## src/rtl/hazard_pkg.sv

```systemverilog
`default_nettype none
// ============================================================================
// Module   : hazard_pkg
// Brief    : Shared encodings for the pipeline hazard / forwarding controller.
// Revision : 1.0
// ============================================================================
package hazard_pkg;

  localparam logic [1:0] FWD_RF  = 2'b00;
  localparam logic [1:0] FWD_MEM = 2'b01;
  localparam logic [1:0] FWD_WB  = 2'b10;

  localparam logic [1:0] LD  = 2'b00;
  localparam logic [1:0] ALU = 2'b10;

  typedef enum logic [0:0] {
    RUN  = 1'b0,
    HOLD = 1'b1
  } hz_state_t;

endpackage
`default_nettype wire

```

## src/rtl/hazard_forward_unit_if.sv

```systemverilog
`default_nettype none
// ============================================================================
// Module   : hazard_forward_unit_if
// Brief    : Pipeline-side register/control bundle seen by the hazard unit.
// Revision : 1.0
// ============================================================================
interface hazard_forward_unit_if #(
  parameter int ADDR_W = 5,
  parameter int CNT_W  = 16
);
  logic [ADDR_W-1:0] id_rs;
  logic [ADDR_W-1:0] id_rt;
  logic [ADDR_W-1:0] ex_rs;
  logic [ADDR_W-1:0] ex_rt;
  logic [ADDR_W-1:0] ex_dst;
  logic              ex_wen;
  logic              ex_is_load;
  logic [ADDR_W-1:0] mem_dst;
  logic              mem_wen;
  logic [ADDR_W-1:0] wb_dst;
  logic              wb_wen;
  logic              branch_taken;
  logic [1:0]        fwd_a;
  logic [1:0]        fwd_b;
  logic              stall;
  logic              bubble_ex;
  logic              flush_id;
  logic [CNT_W-1:0]  stall_cnt;

  modport master (
    output id_rs, id_rt, ex_rs, ex_rt, ex_dst, ex_wen, ex_is_load,
           mem_dst, mem_wen, wb_dst, wb_wen, branch_taken,
    input  fwd_a, fwd_b, stall, bubble_ex, flush_id, stall_cnt
  );

  modport slave (
    input  id_rs, id_rt, ex_rs, ex_rt, ex_dst, ex_wen, ex_is_load,
           mem_dst, mem_wen, wb_dst, wb_wen, branch_taken,
    output fwd_a, fwd_b, stall, bubble_ex, flush_id, stall_cnt
  );
endinterface
`default_nettype wire

```

## src/rtl/fwd_sel.sv

```systemverilog
`default_nettype none
// ============================================================================
// Module   : fwd_sel
// Brief    : Operand bypass select for one EX source; newest producer wins.
// Revision : 1.0
// ============================================================================
module fwd_sel
  import hazard_pkg::*;
#(
  parameter int ADDR_W = 5
) (
  input  logic [ADDR_W-1:0] src,
  input  logic [ADDR_W-1:0] mem_dst,
  input  logic              mem_wen,
  input  logic [ADDR_W-1:0] wb_dst,
  input  logic              wb_wen,
  output logic [1:0]        sel
);

  logic w_src_nz;

  assign w_src_nz = |src;

  always_comb begin
    sel = FWD_RF;
    if (w_src_nz && mem_wen && (mem_dst == src)) begin
      sel = FWD_MEM;
    end else if (w_src_nz && wb_wen && (wb_dst == src)) begin
      sel = FWD_WB;
    end
  end

endmodule
`default_nettype wire

```

## src/rtl/hazard_forward_unit.sv

```systemverilog
`default_nettype none
// ============================================================================
// Module   : hazard_forward_unit
// Brief    : 5-stage pipeline forwarding decode, load-use stall FSM, branch
//            flush and saturating stall statistics.
// Revision : 1.0
// ============================================================================
module hazard_forward_unit
  import hazard_pkg::*;
#(
  parameter int ADDR_W     = 5,
  parameter int LOAD_STALL = 1,
  parameter int FWD_EN     = 1,
  parameter int CNT_W      = 16
) (
  input  logic                 clk,
  input  logic                 rst_n,
  hazard_forward_unit_if.slave bus
);

  localparam logic [3:0]       c_hold_init = 4'(LOAD_STALL - 1);
  localparam bit               c_use_hold  = (FWD_EN != 0) && (LOAD_STALL > 1);
  localparam bit               c_fwd_on    = (FWD_EN != 0);
  localparam logic [CNT_W-1:0] c_cnt_max   = {CNT_W{1'b1}};
  localparam logic [CNT_W-1:0] c_cnt_one   = {{(CNT_W-1){1'b0}}, 1'b1};

  hz_state_t        r_state;
  logic [3:0]       r_cnt;
  logic [CNT_W-1:0] r_stall_cnt;

  logic [1:0] w_sel_a;
  logic [1:0] w_sel_b;
  logic       w_id_rs_nz;
  logic       w_id_rt_nz;
  logic       w_ex_hit;
  logic       w_mem_hit;
  logic       w_hz;
  logic       w_stall;
  logic       w_bubble;
  logic       w_flush;

  fwd_sel #(.ADDR_W(ADDR_W)) u_fwd_a (
    .src     (bus.ex_rs),
    .mem_dst (bus.mem_dst),
    .mem_wen (bus.mem_wen),
    .wb_dst  (bus.wb_dst),
    .wb_wen  (bus.wb_wen),
    .sel     (w_sel_a)
  );

  fwd_sel #(.ADDR_W(ADDR_W)) u_fwd_b (
    .src     (bus.ex_rt),
    .mem_dst (bus.mem_dst),
    .mem_wen (bus.mem_wen),
    .wb_dst  (bus.wb_dst),
    .wb_wen  (bus.wb_wen),
    .sel     (w_sel_b)
  );

  assign w_id_rs_nz = |bus.id_rs;
  assign w_id_rt_nz = |bus.id_rt;
  assign w_ex_hit   = (w_id_rs_nz && (bus.id_rs == bus.ex_dst)) ||
                      (w_id_rt_nz && (bus.id_rt == bus.ex_dst));
  assign w_mem_hit  = (w_id_rs_nz && (bus.id_rs == bus.mem_dst)) ||
                      (w_id_rt_nz && (bus.id_rt == bus.mem_dst));

  // Without bypassing, any in-flight writer in EX or MEM blocks the ID reader.
  assign w_hz = c_fwd_on ? (bus.ex_is_load && bus.ex_wen && w_ex_hit)
                         : ((bus.ex_wen && w_ex_hit) || (bus.mem_wen && w_mem_hit));

  always_comb begin
    w_stall  = 1'b0;
    w_bubble = 1'b0;
    w_flush  = 1'b0;
    if (!rst_n) begin
      w_stall  = 1'b0;
    end else if (bus.branch_taken) begin
      w_flush  = 1'b1;
      w_bubble = 1'b1;
    end else if ((r_state == HOLD) || w_hz) begin
      w_stall  = 1'b1;
      w_bubble = 1'b1;
    end
  end

  always_comb begin
    bus.fwd_a     = FWD_RF;
    bus.fwd_b     = FWD_RF;
    if (rst_n && c_fwd_on) begin
      bus.fwd_a   = w_sel_a;
      bus.fwd_b   = w_sel_b;
    end
    bus.stall     = w_stall;
    bus.bubble_ex = w_bubble;
    bus.flush_id  = w_flush;
    bus.stall_cnt = r_stall_cnt;
  end

  always_ff @(posedge clk) begin
    if (!rst_n) begin
      r_state     <= RUN;
      r_cnt       <= 4'd0;
      r_stall_cnt <= '0;
    end else begin
      if (w_stall && (r_stall_cnt != c_cnt_max)) begin
        r_stall_cnt <= r_stall_cnt + c_cnt_one;
      end
      if (bus.branch_taken) begin
        r_state <= RUN;
        r_cnt   <= 4'd0;
      end else begin
        case (r_state)
          RUN: begin
            if (w_hz && c_use_hold) begin
              r_state <= HOLD;
              r_cnt   <= c_hold_init;
            end
          end
          HOLD: begin
            r_cnt <= r_cnt - 4'd1;
            if (r_cnt == 4'd1) begin
              r_state <= RUN;
            end
          end
          default: begin
            r_state <= RUN;
            r_cnt   <= 4'd0;
          end
        endcase
      end
    end
  end

endmodule
`default_nettype wire

```

## src/flat_wrapper.sv

```systemverilog
// flat-port wrapper written by rule: the top's interface ports become plain ports
module hazard_forward_unit_flat import hazard_pkg::*;
#(
  parameter int ADDR_W     = 5,
  parameter int LOAD_STALL = 1,
  parameter int FWD_EN     = 1,
  parameter int CNT_W      = 16
)
  (clk, rst_n, bus_id_rs, bus_id_rt, bus_ex_rs, bus_ex_rt, bus_ex_dst, bus_ex_wen, bus_ex_is_load, bus_mem_dst, bus_mem_wen, bus_wb_dst, bus_wb_wen, bus_branch_taken, bus_fwd_a, bus_fwd_b, bus_stall, bus_bubble_ex, bus_flush_id, bus_stall_cnt);
  hazard_forward_unit_if #(.ADDR_W(ADDR_W), .CNT_W(CNT_W)) bus_i ();
  input  logic clk;
  input  logic rst_n;
  input wire logic [$bits(bus_i.id_rs)-1:0] bus_id_rs;
  input wire logic [$bits(bus_i.id_rt)-1:0] bus_id_rt;
  input wire logic [$bits(bus_i.ex_rs)-1:0] bus_ex_rs;
  input wire logic [$bits(bus_i.ex_rt)-1:0] bus_ex_rt;
  input wire logic [$bits(bus_i.ex_dst)-1:0] bus_ex_dst;
  input wire logic [$bits(bus_i.ex_wen)-1:0] bus_ex_wen;
  input wire logic [$bits(bus_i.ex_is_load)-1:0] bus_ex_is_load;
  input wire logic [$bits(bus_i.mem_dst)-1:0] bus_mem_dst;
  input wire logic [$bits(bus_i.mem_wen)-1:0] bus_mem_wen;
  input wire logic [$bits(bus_i.wb_dst)-1:0] bus_wb_dst;
  input wire logic [$bits(bus_i.wb_wen)-1:0] bus_wb_wen;
  input wire logic [$bits(bus_i.branch_taken)-1:0] bus_branch_taken;
  output wire logic [$bits(bus_i.fwd_a)-1:0] bus_fwd_a;
  output wire logic [$bits(bus_i.fwd_b)-1:0] bus_fwd_b;
  output wire logic [$bits(bus_i.stall)-1:0] bus_stall;
  output wire logic [$bits(bus_i.bubble_ex)-1:0] bus_bubble_ex;
  output wire logic [$bits(bus_i.flush_id)-1:0] bus_flush_id;
  output wire logic [$bits(bus_i.stall_cnt)-1:0] bus_stall_cnt;
  assign bus_i.id_rs = bus_id_rs;
  assign bus_i.id_rt = bus_id_rt;
  assign bus_i.ex_rs = bus_ex_rs;
  assign bus_i.ex_rt = bus_ex_rt;
  assign bus_i.ex_dst = bus_ex_dst;
  assign bus_i.ex_wen = bus_ex_wen;
  assign bus_i.ex_is_load = bus_ex_is_load;
  assign bus_i.mem_dst = bus_mem_dst;
  assign bus_i.mem_wen = bus_mem_wen;
  assign bus_i.wb_dst = bus_wb_dst;
  assign bus_i.wb_wen = bus_wb_wen;
  assign bus_i.branch_taken = bus_branch_taken;
  assign bus_fwd_a = bus_i.fwd_a;
  assign bus_fwd_b = bus_i.fwd_b;
  assign bus_stall = bus_i.stall;
  assign bus_bubble_ex = bus_i.bubble_ex;
  assign bus_flush_id = bus_i.flush_id;
  assign bus_stall_cnt = bus_i.stall_cnt;
  hazard_forward_unit #(.ADDR_W(ADDR_W), .LOAD_STALL(LOAD_STALL), .FWD_EN(FWD_EN), .CNT_W(CNT_W)) u_core (.clk(clk), .rst_n(rst_n), .bus(bus_i));
endmodule
```

## config.mk

```make
export PLATFORM = sky130hd
export DESIGN_NAME = hazard_forward_unit_flat
export DESIGN_NICKNAME = d
export VERILOG_FILES = /design/src/rtl/hazard_pkg.sv /design/src/rtl/hazard_forward_unit_if.sv /design/src/rtl/fwd_sel.sv /design/src/rtl/hazard_forward_unit.sv /design/src/flat_wrapper.sv
export SDC_FILE = /design/constraint.sdc
export NUM_CORES = 1
export LEC_CHECK = 0
export BUFFER_PORTS_ARGS = -buffer_cell sky130_fd_sc_hd__buf_2
export CORE_UTILIZATION = 54
export CTS_BUF_LIST = sky130_fd_sc_hd__clkbuf_8
export CTS_CLUSTER_DIAMETER = 100
export DETAILED_ROUTE_END_ITERATION = 7
export GPL_ROUTABILITY_DRIVEN = 0
export GPL_TIMING_DRIVEN = 0
export PLACE_DENSITY = 0.86
export SYNTH_ARGS = -nofsm -noshare
export SYNTH_HDL_FRONTEND = slang
export SYNTH_HIERARCHICAL = 1
export SYNTH_SLANG_ARGS = --single-unit
```

## constraint.sdc

```tcl
create_clock -name clk -period 3.8 [get_ports clk]
set_input_delay 0.19 -clock clk [delete_from_list [all_inputs] [get_ports clk]]
set_output_delay 0.19 -clock clk [all_outputs]
set_load 0.02 [all_outputs]
```

==> reports/results.md, run 1 <==
## Outcome
- finished clean — run status

## Clock tree
- 0 — Post CTS Setup Buffer Count
- 0.08 ns — register clock-pin slew on the reported worst setup and hold paths
- built — CTS tree
- 0.26 ns — insertion delay to the later sink of the worst-skew pair
- 3 — number of buffers added by the clock tree synthesis step
- 2 — deepest clock path buffer count
- 0 — Hold-fix buffers, CTS
- sky130_fd_sc_hd__clkbuf_8 — clk root buf
- 1 — maximum level of the CTS H-tree
- 0 — # resized after CTS
- 21 — clock net sink count

## Placement
- 284 — cell count after placement
- 1.664 ns — setup slack after placement
- 63 — count of input and output buffers
- 2.920 mm — post-detail-place hpwl

## Yosys
- 43 — count of distinct cell types in the synthesized netlist
- 0.2656 — sequential cell area fraction in the yosys report
- 235 — Synth Net Count
- 21 — number of register bits inferred by synthesis
- 6 — number of synthesis warnings
- 0.001583 sq mm — cell area after synthesis
- 190 — Mapped Cells
- 8.330 sq um — Post-Syn Area per Cell
- sky130_fd_sc_hd__dfxtp_1 — largest area contributor in the netlist
- sky130_fd_sc_hd__dfxtp_1 27%, sky130_fd_sc_hd__xnor2_1 12%, sky130_fd_sc_hd__xor2_1 5.0% — biggest area contributors in the synthesized netlist
- 0.2656 — top-area cell type share of the netlist area

## Timing
- false — setup repair after global routing missed its margin
- 0 — setup violators final
- 1.578 ns — fin worst setup slack
- 0 — hold violation count in the final report
- 450.0 MHz — highest clock rate
- 0.003529 ns — Clock Skews
- 0.5732 — Max transition margin
- 0 ns — setup TNS after final layout
- 2.222 ns — shortest clock period the worst path allows after layout
- 0 — max-slew violation count
- 0.6364 ns — actual transition at the worst max-transition pin
- 0.5847 — final period utilization

## Power
- 0.316 — portion of total power attributed to the clock network
- 229.8 mW/mm^2 — power per cell area
- 0.0007944 uW — static leakage
- 0.2092 mV — Worst IR Drop VDD
- 337.2 uW — internal power component
- 118.6 uW — switching power of the nets
- 0.2601 — Net Sw Frac
- 0.483 — proportion of power drawn by flip-flops and latches
- 0.202 — relative contribution of combinational cells to total power

## Global routing
- 0.3075 — routing usage on met1
- 13 — largest net degree at the start of global routing
- 0 — sum of overflow across all layers after global routing
- 6.272 mm — wire length of the first global-routing pass
- 0.4167 — met2 Use GR
- 0.04651 — met3 Track Usage GR
- met2 — GR peak layer
- 1,526 — number of global-route vias before repair
- 0 — initial antenna violation count
- 0.2431 — combined global-route utilization of all metal layers

## Layout
- 0 — count of inserted antenna diode cells
- 0.7191 — Final Util
- 288 — final non-filler cell total
- 25.30% — signed area change from the synthesized netlist to the final layout
- 303 — count of nets after finishing
- 0.3035 — share of cells above drive strength 1

## Setup path
- 1.58 ns — setup slack on the worst flop-to-flop path
- 2.41 ns — Crit path arrival time
- u_core/bus.stall_cnt[0] — Setup crit start
- flip-flop — endpoint class of the critical path
- flip-flop to flip-flop — type of the worst setup path
- u_core/bus.stall_cnt[0] — reg-to-reg critical path startpoint
- 10 — maximum fanout encountered on the critical timing path
- 3.98 ns — worst path required time
- flip-flop — kind of launch point of the worst setup path

## Die
- 0.003152 sq mm — Die Outline Area
- 0.002758 sq mm — area inside the core boundary
- 19 — row count
- 0.5740 — effective utilization at floorplan
- 65 — number of I/O pins
- 56.14 um — width of the die
- 56.14 um — vertical extent of the die

## Routing
- 0 — post-route antenna net violation count
- 4 — Pre-antenna DRT Iters
- 1,689 — Vias
- 5.865 — Vias per Instance
- 3.739 mm — DRT Wirelength
- 12.98 um — routed wire length per instance
- 53 — DR iter-0 viols
- 0 — # DRC

## Flow run
- 0 — number of max-cap violations

## Hold path
- primary input to flip-flop — kind of path behind the tightest hold check
- rst_n — hold_sp

final timing paths:
check	cells after the start	endpoint
worst max-delay path	7	u_core/bus.stall_cnt[14]
worst min-delay path	3	u_core/bus.stall_cnt[6]
worst max register to register	7	u_core/bus.stall_cnt[14]
worst min register to register	2	u_core/bus.stall_cnt[9]
final cells by class:
| type | count | area, sq um |
|---|---|---|
| well taps | 31 | 38.79 |
| clock inverters | 1 | 5.005 |
| inverters | 8 | 30.03 |
| flip-flops and latches | 21 | 420.4 |
| multi-input cells | 153 | 1082 |
| fillers | 236 | 774.5 |
| plain buffers | 8 | 50.05 |
| clock buffers | 3 | 41.29 |
| repair buffers | 63 | 315.3 |
sequential cells by signal, indices dropped and copies added (netlist names):
name	count
u_core/r_state	1
u_core/bus.stall_cnt	16
u_core/r_cnt	4
logic make-up (layout without fill, tap and decap cells):
kind of cell,after synthesis,count (layout),share of synthesized area
buf+inv,16,83,0.05059
fa+ha+maj,3,3,0.02372
compound gates,37,37,0.1763
flops,21,21,0.2656
mux,4,4,0.02530
simple gates,78,78,0.2870
xor+xnor,31,31,0.1715
per-layer routing:
layer | share of wire | wire (um)
met1 | 0.44 | 1654
met2 | 0.47 | 1754
met3 | 0.077 | 288
met4 | 0.011 | 41
met5 | 0 | 0
critical path, cell delays in order (launching register included):
cell and delay [ns]:
sky130_fd_sc_hd__dfxtp_1 0.41, sky130_fd_sc_hd__ha_1 0.21, sky130_fd_sc_hd__and3_1 0.21, sky130_fd_sc_hd__nand3_2 0.16, sky130_fd_sc_hd__o31ai_2 0.63, sky130_fd_sc_hd__buf_4 0.29
sky130_fd_sc_hd__o31ai_1 0.09, sky130_fd_sc_hd__a21oi_1 0.14
synth_stat cells, drive strengths merged:
cell	number
nor4	8
nor2	11
nor3	1
or3	2
o21ai	3
o311ai	7
o221a	1
o211ai	2
and4	1
a211oi	3
inv	8
a31o	1
dfxtp	21
a2111oi	2
nand3	9
or2	2
and2	9
nand2b	6
and3b	2
or4	6
o22ai	1
a21oi	5
ha	3
a311oi	1
o21a	1
mux2i	4
nand2	13
clkbuf	4
nor2b	1
buf	4
o31ai	10
and3	2
nand4	5
xor2	9
xnor2	22
cells in the final DEF (no fill, tap or decap), types with 6 or more instances in the layout:
cell type,count
sky130_fd_sc_hd__nor4_1,8
sky130_fd_sc_hd__nand2_1,13
sky130_fd_sc_hd__dfxtp_1,21
sky130_fd_sc_hd__nand2b_1,6
sky130_fd_sc_hd__nor2_1,11
sky130_fd_sc_hd__nand3_1,8
sky130_fd_sc_hd__inv_1,8
sky130_fd_sc_hd__or4_1,6
sky130_fd_sc_hd__buf_2,63
sky130_fd_sc_hd__o31ai_1,9
sky130_fd_sc_hd__o311ai_1,6
sky130_fd_sc_hd__xor2_1,9
sky130_fd_sc_hd__xnor2_1,22
sky130_fd_sc_hd__and2_1,9
power groups by stage:
stage	Sequential [uW]	Combinational [uW]	Clock, uW
floorplan	225	49.1	0
global placement	225	89.0	0
detailed placement	225	91.5	0
CTS	220	91.9	151
global route	220	101	161
finish	220	91.9	144
stage by stage:
stage / power [uW] / cell area (sq um) / hold WS (ns)
floorplan: 274.5 / 1583 / 0.4435
global placement: 314.3 / 1937 / 0.4691
detailed placement: 316.8 / 1937 / 0.4826
CTS: 462.6 / 1983 / 0.2902
global route: 482.4 / 1983 / 0.3081
finish: 455.8 / 1983 / 0.2987
(Power assumes the default switching activity.)
==> run 2, diff against run 1 <==
--- a/config.mk
+++ b/config.mk
@@ -5,14 +5,15 @@
 export SDC_FILE = /design/constraint.sdc
 export NUM_CORES = 1
 export LEC_CHECK = 0
+export ABC_AREA = 1
 export BUFFER_PORTS_ARGS = -buffer_cell sky130_fd_sc_hd__buf_2
-export CORE_UTILIZATION = 54
+export CORE_UTILIZATION = 53
 export CTS_BUF_LIST = sky130_fd_sc_hd__clkbuf_8
 export CTS_CLUSTER_DIAMETER = 100
 export DETAILED_ROUTE_END_ITERATION = 7
 export GPL_ROUTABILITY_DRIVEN = 0
 export GPL_TIMING_DRIVEN = 0
-export PLACE_DENSITY = 0.86
+export PLACE_DENSITY = 0.81
 export SYNTH_ARGS = -nofsm -noshare
 export SYNTH_HDL_FRONTEND = slang
 export SYNTH_HIERARCHICAL = 1
==> constraint.sdc (replaced) <==
create_clock -name clk -period 2.1 [get_ports clk]
set_input_delay 0.105 -clock clk [delete_from_list [all_inputs] [get_ports clk]]
set_output_delay 0.105 -clock clk [all_outputs]
set_load 0.02 [all_outputs]
==> run 2 against run 1 <==
  * Largest power group unchanged
  * Core utilization fell by 2.7 points
  * Highest routed layer unchanged
  * Synthesized area grew 25%
  * Synthesized cell count rose by 95%
  * Wire length increased by 27%
  * Global-route usage grew 1.2 points
  * Total power increased by 86%
  * Cell count up 68%
  * Sequential power is 81% higher
  * Critical path type unchanged
==> reports/results.md, run 2 <==
## Timing
- 0.5030 ns — actual transition at the worst max-transition pin, was 0.6364 ns
- 0.002619 ns — Clock Skews, was 0.003529 ns
- 0 — hold violation count in the final report, unchanged
- 1.893 ns — shortest clock period the worst path allows after layout, was 2.222 ns
- false — setup repair after global routing missed its margin, unchanged
- 0.6646 — Max transition margin, was 0.5732
- 0.9014 — final period utilization, was 0.5847
- 528.3 MHz — highest clock rate, was 450.0 MHz
- 0 — setup violators final, unchanged
- 0 — max-slew violation count, unchanged
- 0 ns — setup TNS after final layout, unchanged

## Yosys
- 415 — Synth Net Count, was 235
- 0.04864 — fraction of synthesized cell area in xor and xnor cells, was 0.1715
- sky130_fd_sc_hd__nand2_1 — most common cell in the netlist, was sky130_fd_sc_hd__xnor2_1
- sky130_fd_sc_hd__nand2_1 — largest area contributor in the netlist, was sky130_fd_sc_hd__dfxtp_1
- 0 — count of flip-flops with a built-in enable after synthesis, unchanged
- 143 x sky130_fd_sc_hd__nand2_1, 68 x sky130_fd_sc_hd__inv_1, 47 x sky130_fd_sc_hd__nor2_1 — cell types with the highest counts after synthesis, was 22 x sky130_fd_sc_hd__xnor2_1, 21 x sky130_fd_sc_hd__dfxtp_1, 13 x sky130_fd_sc_hd__nand2_1
- 0.001981 sq mm — cell area after synthesis, was 0.001583 sq mm
- 0 — mux cell area share after synthesis, was 0.02530
- 0.01895 — adder and majority gate portion of the synthesized area, was 0.02372
- 6 — number of synthesis warnings, unchanged
- sky130_fd_sc_hd__nand2_1 27%, sky130_fd_sc_hd__dfxtp_1 21%, sky130_fd_sc_hd__inv_1 13% — biggest area contributors in the synthesized netlist, was sky130_fd_sc_hd__dfxtp_1 27%, sky130_fd_sc_hd__xnor2_1 12%, sky130_fd_sc_hd__xor2_1 5.0%
- 5.353 sq um — Post-Syn Area per Cell, was 8.330 sq um
- 0.2123 — sequential cell area fraction in the yosys report, was 0.2656
- 370 — Mapped Cells, was 190
- simple AND/OR/NAND/NOR gates — largest family of logic cells by synthesized area, unchanged
- sky130_fd_sc_hd__dfxtp_1 — dominant register cell in the synthesized netlist, unchanged
- 0.05433 — synthesized-area fraction occupied by ao, oa, aoi and oai cells, was 0.1763
- 21 — number of register bits inferred by synthesis, unchanged
- 0.2710 — top-area cell type share of the netlist area, was 0.2656
- 25 — count of distinct cell types in the synthesized netlist, was 43
- 0.5098 — simple logic cell fraction of the synthesized area, was 0.2870
- 0 — proportion of register bits with asynchronous set or reset after synthesis, unchanged

## Global routing
- 2,087 — number of global-route vias before repair, was 1,526
- 0.2553 — combined global-route utilization of all metal layers, was 0.2431
- 0 — initial antenna violation count, unchanged
- 8.466 mm — wire length of the first global-routing pass, was 6.272 mm
- 0.04167 — met3 Track Usage GR, was 0.04651
- met2 — GR peak layer, unchanged
- 0.4395 — met2 Use GR, was 0.4167
- 0 — sum of overflow across all layers after global routing, unchanged
- 12 — largest net degree at the start of global routing, was 13
- 0.3315 — routing usage on met1, was 0.3075

## Die
- 63.13 um — width of the die, was 56.14 um
- 0.003468 sq mm — area inside the core boundary, was 0.002758 sq mm
- 63.13 um — vertical extent of the die, was 56.14 um
- 21 — row count, was 19
- 0.003985 sq mm — Die Outline Area, was 0.003152 sq mm
- 0.5711 — effective utilization at floorplan, was 0.5740
- 65 — number of I/O pins, unchanged

## Power
- 352.1 mW/mm^2 — power per cell area, was 229.8 mW/mm^2
- 0.001415 uW — static leakage, was 0.0007944 uW
- 0.2972 mV — Worst IR Drop VDD, was 0.2092 mV

## Clock tree
- 0.08 ns — register clock-pin slew on the reported worst setup and hold paths, about the same
- 0 — Hold-fix buffers, CTS, unchanged
- 1 — maximum level of the CTS H-tree, unchanged
- 0 — Post CTS Setup Buffer Count, unchanged
- 0.26 ns — insertion delay to the later sink of the worst-skew pair, about the same
- 21 — clock net sink count, unchanged
- sky130_fd_sc_hd__clkbuf_8 — clk root buf, unchanged
- 3 — number of buffers added by the clock tree synthesis step, unchanged
- built — CTS tree, unchanged
- 2 — deepest clock path buffer count, unchanged
- 0 — # resized after CTS, unchanged

## Setup path
- 2.29 ns — worst path required time, was 3.98 ns
- 2.08 ns — Crit path arrival time, was 2.41 ns
- flip-flop — endpoint class of the critical path, unchanged
- u_core/bus.stall_cnt[5] — Critical R2R Capture, was u_core/bus.stall_cnt[14]
- u_core/bus.stall_cnt[5] — crit path capture, was u_core/bus.stall_cnt[14]
- 10 — depth of the worst register-to-register path, was 7
- flip-flop to flip-flop — type of the worst setup path, unchanged
- flip-flop — kind of launch point of the worst setup path, unchanged
- u_core/bus.stall_cnt[0] — reg-to-reg critical path startpoint, unchanged
- 10 — maximum fanout encountered on the critical timing path, unchanged
- u_core/bus.stall_cnt[0] — Setup crit start, unchanged
- 0.21 ns — setup slack on the worst flop-to-flop path, was 1.58 ns

## Routing
- 155 — DR iter-0 viols, was 53
- 0 — # DRC, unchanged
- 2,369 — Vias, was 1,689
- 0 — post-route antenna net violation count, unchanged
- 4.760 mm — DRT Wirelength, was 3.739 mm
- 5 — Pre-antenna DRT Iters, was 4
- 9.855 um — routed wire length per instance, was 12.98 um
- 4.905 — Vias per Instance, was 5.865

## Layout
- sky130_fd_sc_hd__nand2_1 — leading cell type in the layout, fill and taps excluded, was sky130_fd_sc_hd__buf_2
- 143 x sky130_fd_sc_hd__nand2_1, 69 x sky130_fd_sc_hd__inv_1, 67 x sky130_fd_sc_hd__buf_2 — commonest cells after routing, fill and taps aside, was 63 x sky130_fd_sc_hd__buf_2, 22 x sky130_fd_sc_hd__xnor2_1, 21 x sky130_fd_sc_hd__dfxtp_1
- 0.2059 — share of cells above drive strength 1, was 0.3035
- 16 — max reg flops, unchanged
- 483 — count of nets after finishing, was 303
- 483 — final non-filler cell total, was 288
- 0.6923 — Final Util, was 0.7191
- 21.23% — signed area change from the synthesized netlist to the final layout, was 25.30%
- 0 — count of inserted antenna diode cells, unchanged

## Placement
- 3.772 mm — post-detail-place hpwl, was 2.920 mm
- 63 — count of input and output buffers, unchanged
- 479 — cell count after placement, was 284

## Flow run
- 0 — number of max-cap violations, unchanged

## Outcome
- finished clean — run status, unchanged

## Hold path
- primary input to flip-flop — kind of path behind the tightest hold check, unchanged

## run 2: cell count changes after synthesis, sizes merged, moves of 11 or more
cell / delta
a21oi: +11
inv: +64
nand2: +133
nor2: +43
xnor2: -17
## run 2: worst max-delay path, cell delays in order, from the launching register on
cell	delay (ns)
sky130_fd_sc_hd__dfxtp_1	0.39
sky130_fd_sc_hd__ha_2	0.23
sky130_fd_sc_hd__nand2_2	0.07
sky130_fd_sc_hd__nor2_2	0.20
sky130_fd_sc_hd__nand3_2	0.14
sky130_fd_sc_hd__nor3_4	0.16
sky130_fd_sc_hd__nand2_2	0.14
sky130_fd_sc_hd__nand3_4	0.16
sky130_fd_sc_hd__buf_8	0.15
sky130_fd_sc_hd__nand2_1	0.05
sky130_fd_sc_hd__a21oi_1	0.13
## run 2: layout make-up
class	count	area, sq um
plain buffers	6	38.79
clock buffers	3	41.29
clock inverters	1	3.754
fillers	370	1067
inverters	72	270.3
multi-input cells	271	1254
flip-flops and latches	21	420.4
well taps	46	57.56
repair buffers	63	315.3
## run 2: routing by layer
layer	part of all wire	wire length [um]
met5	0	0
met4	0.0053	25
met3	0.064	305
met2	0.46	2208
met1	0.47	2220
## run 2: cells by family (layout without fill, tap and decap cells)
kind of cell | count (synthesis) | count (layout)
AOI/OAI and AO/OA | 20 | 20
DFF | 21 | 21
buffers and inverters | 78 | 145
and+or+nand+nor | 237 | 237
xor gates and xnor gates | 11 | 11
adders and majority gates | 3 | 3
## run 2: worst min-delay path by stage
stage	from	endpoint	slack, ns	cells past startpoint
finish	rst_n	u_core/bus.stall_cnt[0]	0.16	3
global route	rst_n	u_core/bus.stall_cnt[0]	0.17	3
CTS	rst_n	u_core/bus.stall_cnt[0]	0.16	3
detailed placement	rst_n	u_core/bus.stall_cnt[0]	0.43	3
global placement	rst_n	u_core/bus.stall_cnt[0]	0.43	3
floorplan	bus_branch_taken	bus_flush_id	0.36	2
## run 2: metrics by stage
stage | total power (uW) | hold WS (ns) | instance area (sq um) | setup WS [ns]
6_report | 845.5 | 0.1597 | 2401 | 0.2070
5_1_grt | 896.5 | 0.1710 | 2401 | 0.02430
4_1_cts | 851.0 | 0.1553 | 2399 | 0.2106
3_5_place_dp | 592.6 | 0.4349 | 2354 | 0.2297
3_3_place_gp | 588.6 | 0.4255 | 2354 | 0.2667
2_1_floorplan | 513.1 | 0.3629 | 1981 | 0.2953
## run 2: report_power, final
| part | switching (uW) | internal (uW) |
|---|---|---|
| Sequential | 0.286 | 398 |
| Combinational | 113 | 72.1 |
| Clock | 131 | 130 |
==> run 3, diff against run 2 <==
--- a/config.mk
+++ b/config.mk
@@ -5,9 +5,8 @@
 export SDC_FILE = /design/constraint.sdc
 export NUM_CORES = 1
 export LEC_CHECK = 0
-export ABC_AREA = 1
 export BUFFER_PORTS_ARGS = -buffer_cell sky130_fd_sc_hd__buf_2
-export CORE_UTILIZATION = 53
+export CORE_UTILIZATION = 50
 export CTS_BUF_LIST = sky130_fd_sc_hd__clkbuf_8
 export CTS_CLUSTER_DIAMETER = 100
 export DETAILED_ROUTE_END_ITERATION = 7
==> run 3 against run 2 <==
  * Clock-buffer cell count unchanged
  * Cell count down 38%
  * Core utilization down 2.8 points
  * Sequential share of layout area grew 3.5 points
  * Wire length is 21% lower
  * Critical path type unchanged
  * Flip-flop and latch count did not move
  * Highest routed layer unchanged
==> reports/results.md, run 3 (same netlist as run 1, synthesis figures left out) <==
## Clock tree
- 2 — deepest clock path buffer count, unchanged
- 0.26 ns — insertion delay to the later sink of the worst-skew pair, about the same
- 0.08 ns — register clock-pin slew on the reported worst setup and hold paths, about the same
- sky130_fd_sc_hd__clkbuf_8 — clk root buf, unchanged
- 1 — maximum level of the CTS H-tree, unchanged
- 3 — number of buffers added by the clock tree synthesis step, unchanged
- 21 — clock net sink count, unchanged
- built — CTS tree, unchanged

## Placement
- 2.833 mm — post-detail-place hpwl, was 3.772 mm
- 0.001953 sq mm — placement-stage cell area, was 0.002354 sq mm
- -0.09445 ns — setup slack after placement, was 0.2297 ns
- 63 — count of input and output buffers, unchanged

## Layout
- 0.3113 — share of cells above drive strength 1, was 0.2059
- 63 x sky130_fd_sc_hd__buf_2, 22 x sky130_fd_sc_hd__xnor2_1, 19 x sky130_fd_sc_hd__dfxtp_1 — commonest cells after routing, fill and taps aside, was 143 x sky130_fd_sc_hd__nand2_1, 69 x sky130_fd_sc_hd__inv_1, 67 x sky130_fd_sc_hd__buf_2
- 27.04% — signed area change from the synthesized netlist to the final layout, was 21.23%
- 0.6641 — Final Util, was 0.6923
- 303 — count of nets after finishing, was 483
- sky130_fd_sc_hd__buf_2 — leading cell type in the layout, fill and taps excluded, was sky130_fd_sc_hd__nand2_1
- 16 — max reg flops, unchanged
- 0.002011 sq mm — cell area after layout, was 0.002401 sq mm
- 0 — count of inserted antenna diode cells, unchanged

## Setup path
- 6 — depth of the worst register-to-register path, was 10
- simple AND/OR/NAND/NOR gates — largest delay contributor family on the critical path, unchanged
- sky130_fd_sc_hd__or3_1 — standard cell with the maximum stage delay on the critical path, was sky130_fd_sc_hd__dfxtp_1
- 0.41 ns — peak per-stage delay on the critical path, was 0.39 ns
- ha_1 -> and3_1 -> nand3_2 -> or3_1 -> or4_1 -> a21oi_1 — Critical Path, Cell by Cell, was ha_2 -> nand2_2 -> nor2_2 -> nand3_2 -> nor3_4 -> nand2_2 -> nand3_4 -> buf_8 -> nand2_1 -> a21oi_1
- 2.19 ns — Crit path arrival time, was 2.08 ns
- flip-flop — endpoint class of the critical path, unchanged
- 6 — maximum fanout encountered on the critical timing path, was 10
- u_core/bus.stall_cnt[14] — Critical R2R Capture, was u_core/bus.stall_cnt[5]
- flip-flop — kind of launch point of the worst setup path, unchanged
- flip-flop to flip-flop — type of the worst setup path, unchanged
- u_core/bus.stall_cnt[0] — reg-to-reg critical path startpoint, unchanged
- 0.11 ns — setup slack on the worst flop-to-flop path, was 0.21 ns
- 2.30 ns — worst path required time, was 2.29 ns
- 0 — crit path buf inv count, was 1

## Global routing
- 6.368 mm — wire length of the first global-routing pass, was 8.466 mm
- 0 — initial antenna violation count, unchanged
- 0 — sum of overflow across all layers after global routing, unchanged
- 0.2376 — combined global-route utilization of all metal layers, was 0.2553
- 13 — largest net degree at the start of global routing, was 12
- 1,518 — number of global-route vias before repair, was 2,087

## Die
- 0.003395 sq mm — Die Outline Area, was 0.003985 sq mm
- 0.003028 sq mm — area inside the core boundary, was 0.003468 sq mm
- 58.27 um — vertical extent of the die, was 63.13 um
- 20 — row count, was 21
- 65 — number of I/O pins, unchanged
- 0.5227 — effective utilization at floorplan, was 0.5711
- 58.27 um — width of the die, was 63.13 um

## Routing
- 1,684 — Vias, was 2,369
- 5.595 — Vias per Instance, was 4.905
- 96 — DR iter-0 viols, was 155
- 4 — Pre-antenna DRT Iters, was 5
- 0 — # DRC, unchanged
- 3.764 mm — DRT Wirelength, was 4.760 mm
- 0 — post-route antenna net violation count, unchanged
- 12.50 um — routed wire length per instance, was 9.855 um

## Timing
- 0.4707 ns — actual transition at the worst max-transition pin, was 0.5030 ns
- 0 — setup violators final, unchanged
- 0.005069 ns — Clock Skews, was 0.002619 ns
- 0.9490 — final period utilization, was 0.9014
- 501.8 MHz — highest clock rate, was 528.3 MHz
- 0 — max-slew violation count, unchanged
- 0.1071 ns — fin worst setup slack, was 0.2070 ns
- 1.993 ns — shortest clock period the worst path allows after layout, was 1.893 ns
- 0 — hold violation count in the final report, unchanged
- false — setup repair after global routing missed its margin, unchanged
- 0.6862 — Max transition margin, was 0.6646

## Power
- 0.1913 mV — Worst IR Drop VDD, was 0.2972 mV
- 414.2 mW/mm^2 — power per cell area, was 352.1 mW/mm^2
- 0.0007966 uW — static leakage, was 0.001415 uW

## Hold path
- primary input to flip-flop — kind of path behind the tightest hold check, unchanged
- u_core/bus.stall_cnt[7] — Worst Hold End, was u_core/bus.stall_cnt[0]
- 3 — instance count along the most critical hold path, unchanged
- rst_n — hold_sp, unchanged

## Outcome
- finished clean — run status, unchanged

## Flow run
- 0 — number of max-cap violations, unchanged

run 3: worst max path at each step:
| stage | from | endpoint | slack, ns | cells past startpoint |
|---|---|---|---|---|
| after detailed placement | u_core/bus.stall_cnt[0] | u_core/bus.stall_cnt[8] | -0.09 | 7 |
| after CTS | u_core/bus.stall_cnt[0] | u_core/bus.stall_cnt[14] | 0.06 | 6 |
| after global placement | u_core/bus.stall_cnt[0] | u_core/bus.stall_cnt[8] | -0.06 | 7 |
| after global routing | u_core/bus.stall_cnt[0] | u_core/bus.stall_cnt[14] | 0.02 | 6 |
| after floorplan | u_core/bus.stall_cnt[0] | u_core/bus.stall_cnt[14] | 0.12 | 6 |
| final | u_core/bus.stall_cnt[0] | u_core/bus.stall_cnt[14] | 0.11 | 6 |
run 3: area by class of cell:
cell class              count  area, sq um
repair buffers             63        315.3
well taps                  44        55.05
fillers                   273         1017
inverters                   8        30.03
plain buffers               8        50.05
clock inverters             1        5.005
flip-flops and latches     21        422.9
multi-input cells         153         1091
clock buffers               3        41.29
run 3: routing by layer:
layer | wire [um] | GRT usage | up-vias
li1 | - | - | 837
met1 | 1613 | 0.2898 | 765
met2 | 1839 | 0.4302 | 75
met3 | 260 | 0.03125 | 7
met4 | 51 | 0.07483 | 0
met5 | 0 | 0 | -
run 3: what timing repair did:
item                                    in CTS  in global routing
endpoints found under the setup margin      11                 11
buffers inserted                             0                  0
pin swaps                                    0                  1
cloned                                       0                  0
resized for setup                            1                  2
hold buffers                                 0                  0
run 3: power by group:
group          leakage (uW)  switching, uW  internal (uW)
Sequential         0.000170          0.304            398
Clock             0.0000255            136            132
Combinational      0.000601           85.9           80.7
Total              0.000797            222            611
run 3: through the flow:
stage,cells,setup TNS (ns),hold slack [ns],total power [uW]
after floorplan,190,0,0.3585,496.7
after global placement,297,-0.4707,0.4677,569.9
after detailed placement,297,-0.8547,0.4757,573.4
after CTS,301,0,0.2001,845.4
after global routing,301,0,0.2305,870.0
final,301,0,0.2067,832.9
run 3: worst min-delay path: cells and delay by family:
family | cells | cell delay, ns
buffers and inverters | 1 | 0.16
multiplexers | 1 | 0.06
AND/OR/NAND/NOR | 1 | 0.10
